`config.mk`:
```
export PLATFORM = sky130hd
export DESIGN_NAME = tick_gen_multi
export DESIGN_NICKNAME = d
export VERILOG_FILES = /design/src/rtl/tick_gen_multi.sv
export SDC_FILE = /design/constraint.sdc
export NUM_CORES = 1
export LEC_CHECK = 0
export ABC_AREA = 1
export BUFFER_PORTS_ARGS = -buffer_cell sky130_fd_sc_hd__buf_2
export CAP_MARGIN = 20
export CORE_MARGIN = 4
export CORE_UTILIZATION = 40
export DETAILED_ROUTE_END_ITERATION = 8
export SETUP_SLACK_MARGIN = 0.5
export SLEW_MARGIN = 20
export SYNTH_ARGS = -nofsm -noshare
export SYNTH_HDL_FRONTEND = slang
export SYNTH_SLANG_ARGS = --single-unit
```
`constraint.sdc`:
```
create_clock -name clk -period 3.04 [get_ports clk]
set_input_delay 0.152 -clock clk [delete_from_list [all_inputs] [get_ports clk]]
set_output_delay 0.152 -clock clk [all_outputs]
set_load 0.02 [all_outputs]
```
`src/rtl/tick_gen_multi.sv`:
```
// ---------------------------------------------------------------------------
// tick_gen_multi
//
// Multi-channel programmable-period tick generator. Each channel has its own
// divisor and produces a one-cycle tick pulse every (div+1) counting cycles.
// It also produces a phase square wave that toggles on every tick. A channel
// can run periodically, or as a one-shot that stops itself after one tick.
// Out of reset every channel free-runs with RESET_DIV, which matches the old
// single prescaler.
//
// Ports:
//   clk          system clock, rising edge
//   rst_n        asynchronous active-low reset
//   en           global count enable
//   sync_clr     synchronous clear of all counters, ticks and phases
//   cfg_we       one-cycle configuration write strobe
//   cfg_ch       channel addressed by the write (out-of-range -> ignored)
//   cfg_div      new divisor, period = cfg_div + 1 cycles
//   cfg_en       run enable stored for the channel
//   cfg_oneshot  1 = one-shot, 0 = periodic
//   tick         registered one-cycle pulse per channel
//   phase        registered, toggles on every tick of that channel
//   ch_active    registered run enable per channel
// ---------------------------------------------------------------------------
module tick_gen_multi #(
  parameter int NUM_CH    = 4,
  parameter int DIV_W     = 23,
  parameter int RESET_DIV = 4194303,
  parameter int CH_W      = (NUM_CH > 1) ? $clog2(NUM_CH) : 1
) (
  input  logic              clk,
  input  logic              rst_n,
  input  logic              en,
  input  logic              sync_clr,
  input  logic              cfg_we,
  input  logic [CH_W-1:0]   cfg_ch,
  input  logic [DIV_W-1:0]  cfg_div,
  input  logic              cfg_en,
  input  logic              cfg_oneshot,
  output logic [NUM_CH-1:0] tick,
  output logic [NUM_CH-1:0] phase,
  output logic [NUM_CH-1:0] ch_active
);

  logic [DIV_W-1:0]  div_q [NUM_CH];
  logic [DIV_W-1:0]  cnt_q [NUM_CH];
  logic [NUM_CH-1:0] run_q;
  logic [NUM_CH-1:0] oneshot_q;
  logic [NUM_CH-1:0] tick_q;
  logic [NUM_CH-1:0] phase_q;

  logic [NUM_CH-1:0] wr_hit;
  logic [NUM_CH-1:0] counting;
  logic [NUM_CH-1:0] at_term;

  // An out-of-range cfg_ch matches no channel, so the write is dropped
  // without any explicit range check.
  always_comb begin
    wr_hit   = '0;
    counting = '0;
    at_term  = '0;
    for (int i = 0; i < NUM_CH; i++) begin
      wr_hit[i]   = cfg_we && (int'(cfg_ch) == i);
      counting[i] = en && run_q[i] && !sync_clr && !wr_hit[i];
      at_term[i]  = (cnt_q[i] == div_q[i]);
    end
  end

  // The counter is zeroed on every write and every clear, and it restarts at
  // the terminal count. So cnt <= div always holds and the counter never
  // wraps.
  always_ff @(posedge clk or negedge rst_n) begin
    if (!rst_n) begin
      for (int i = 0; i < NUM_CH; i++) begin
        div_q[i] <= DIV_W'(RESET_DIV);
        cnt_q[i] <= '0;
      end
      run_q     <= '1;
      oneshot_q <= '0;
      tick_q    <= '0;
      phase_q   <= '0;
    end else begin
      for (int i = 0; i < NUM_CH; i++) begin
        if (wr_hit[i]) begin
          div_q[i]     <= cfg_div;
          run_q[i]     <= cfg_en;
          oneshot_q[i] <= cfg_oneshot;
          cnt_q[i]     <= '0;
          tick_q[i]    <= 1'b0;
          phase_q[i]   <= 1'b0;
        end else if (sync_clr) begin
          cnt_q[i]     <= '0;
          tick_q[i]    <= 1'b0;
          phase_q[i]   <= 1'b0;
        end else if (counting[i]) begin
          if (at_term[i]) begin
            cnt_q[i]   <= '0;
            tick_q[i]  <= 1'b1;
            phase_q[i] <= ~phase_q[i];
            // A one-shot channel clears its run enable on the same edge that
            // raises its only tick.
            if (oneshot_q[i]) begin
              run_q[i] <= 1'b0;
            end
          end else begin
            cnt_q[i]  <= cnt_q[i] + DIV_W'(1);
            tick_q[i] <= 1'b0;
          end
        end else begin
          tick_q[i] <= 1'b0;
        end
      end
    end
  end

  assign tick      = tick_q;
  assign phase     = phase_q;
  assign ch_active = run_q;

endmodule

```
==> results.txt <==
initial antenna violation count -> 0
Worst Setup Start Kind -> register
total grt overflow -> 0
DR iter-0 viols -> 576
pre-CTS WS -> 0.804 ns
RSZ-0062 raised after global routing -> no
Comb power frac -> 12.7%
largest cells by area after synthesis -> dfrtp_1 25%, dfstp_2 22%, nand2_1 14%, xor2_1 7.2%, nor2_1 6.1%
area growth from synthesis to layout -> 10.1%
Critical Path End Type -> register
row cnt -> 60
Antenna Nets Post-Route -> 0
cell taking the most area after synthesis -> dfrtp_1
FMAX -> 0.444 GHz
EDFF count, synth -> 0
Syn Inst Count -> 1406
vias in the first global route -> 8478
core region area -> 0.0269 mm^2
final period utilization -> 74.1%
P_sw -> 0.00182 W
Yosys top cell area share -> 24.9%
CTS tree -> built
Sum Neg Setup Slack -> 0 ns
dpl hpwl -> 20.1 mm
postcts setup bufs -> 0
VDD IR max -> 0.403 mV
vias per cell -> 4.87
Reg power frac -> 51.0%
Num CTS Buffers -> 17
switching share of power -> 28.9%
Num Clock Sinks -> 200
Tot GR Track Use -> 19.0%
Die ar. -> 0.0299 mm^2
Boundary Pins -> 44
Final Hold Fails -> 0
Cell Pwr Density -> 526 mW/mm^2
ys async rst share -> 100%
HP Class -> in -> reg
clk buf depth -> 2
CTS Root Cell -> clkbuf_16
average wire per standard cell -> 15.7 um
Net Count, Synth -> 1442
register area share after synthesis -> 47.1%
Final setup viols -> 0
Power Internal -> 0.00449 W
Worst Tran Pin Value -> 0.619 ns
most common cell in the netlist -> nand2_1
largest net degree at the start of global routing -> 105
layout cells sized above 1 -> 15.4%
Nets -> 1471
# DRC -> 0
Cell Area, Synth -> 0.0109 mm^2
Crit Path Max Fanout -> 34
initial core utilization -> 40.5%
Seq cells post-synth -> 200
Pre-Repair DR Iteration Count -> 5
clk_lat worst skew -> 0.44 ns
clock network fraction of total power -> 36.4%
P_leak -> 5.55 nW
hold-critical path depth -> 4
Commonest cells post-synth -> 419 x nand2_1, 176 x nor2_1, 151 x inv_1
DR vias -> 8709
GP Congestion -> 0.859
worst setup margin -> 0.789 ns
Yosys cell types -> 38
IO Port Bufs -> 43
critical path class -> reg -> reg
first-pass GRT wire length -> 45.5 mm
WL final -> 28.1 mm
clk slew on worst S/H paths -> 0.08 ns
Max Slew Vio Count -> 0
H-tree level count -> 4
status -> finished clean
Tmin final -> 2.25 ns
Slew headroom -> 58.8%
Synth Flop Type -> dfrtp_1
Synth Area per Inst -> 7.73 um^2
worst clock skew -> 0.0134 ns
reg2reg path depth -> 8
Die Ht -> 173 um
post_cts resized -> 0
# diodes -> 0
WP data arrival -> 2.55 ns
Synth Warn # -> 0
max cap viols -> 0
chip width -> 173 um
critical path data required time -> 3.34 ns
## final timing paths
| path | start | endpoint | slack [ns] |
|---|---|---|---|
| max | ch_active[3] | cnt_q[18] | 0.79 |
| min | sync_clr | phase[1] | 0.12 |
| max reg2reg | ch_active[3] | cnt_q[18] | 0.79 |
| min reg2reg | oneshot_q[0] | oneshot_q[0] | 0.49 |
| max in group asynchronous | rst_n | cnt_q[75] | 1.85 |
| min in group asynchronous | rst_n | cnt_q[87] | 0.24 |
## sequential cells by signal, indices dropped and copies added (netlist names)
signal	flops
tick	4
ch_active	4
div_q	92
phase	4
cnt_q	92
oneshot_q	4
## per-stage QoR
step	std cells	hold slack (ns)	cell area, um^2	power [W]	util (%)
2_1_floorplan	1406	-0.144	10900	0.00376	-
3_3_place_gp	1755	0.163	11400	0.00405	42.3
3_5_place_dp	1755	0.160	11400	0.00407	42.3
4_1_cts	1789	0.110	12000	0.00637	44.6
5_1_grt	1789	0.0980	12000	0.00664	44.6
6_report	1789	0.116	12000	0.00630	44.6
## worst max-delay path, cell delays in order (launching register included)
cell,delay (ns)
dfstp_2,0.54
nand2_1,0.09
nor2_1,0.37
inv_1,0.16
nand2_4,0.34
nand3_2,0.17
nor2_2,0.19
xor2_1,0.18
a21oi_1,0.06
## power by group through the flow
stage | logic (W) | clock network, W | registers (W)
final | 0.000799 | 0.00229 | 0.00321
after global routing | 0.000922 | 0.00246 | 0.00325
after CTS | 0.000815 | 0.00234 | 0.00322
after detailed placement | 0.000809 | 0 | 0.00326
after global placement | 0.000794 | 0 | 0.00325
after floorplan | 0.000539 | 0 | 0.00322
## cell type report
class / instances / area (um^2)
clock buffer: 17 / 425
sequential: 200 / 5120
tap: 341 / 427
multi-input combinational: 1006 / 4940
clock inverter: 15 / 161
timing repair buffer: 52 / 309
fill: 2740 / 14900
inverter: 158 / 597
## cells by family after synthesis
group	after synthesis	share of synthesized area [%]
AO/OA/AOI/OAI	145	6.79
buffers and inverters	200	7.50
AND/OR/NAND/NOR	746	29.2
adder cells (fa/ha/maj)	4	0.460
flip-flops	200	47.1
XOR/XNOR	111	8.94
## placed cells by master (no fill, tap or decap), types with 18 or more instances in the layout
cell and instances:
nand2_1 419, inv_1 151, dfstp_2 92, o21ai_0 119
nor3_1 18, dfrtp_1 108, xor2_1 90, nand3_1 59
a21oi_1 19, buf_2 42, xnor2_1 21, nor2_1 176
nand4_1 28
## metal layers
metal	routed length, um	global-route usage, %	share of wire (%)	vias to the layer above
met1	13200	25.7	47	4098
met4	497	4.56	1.8	0
met2	13500	32.2	48	140
met5	0	0	0	-
li1	-	-	-	4440
met3	901	3.10	3.2	31
## repair_timing
item / 4_1_cts / 5_1_grt
hold endpoints to repair: 33 / 0
endpoints found under the setup margin: 0 / 0
hold buffers: 2 / 0
Power figures use the tool's default switching activity.
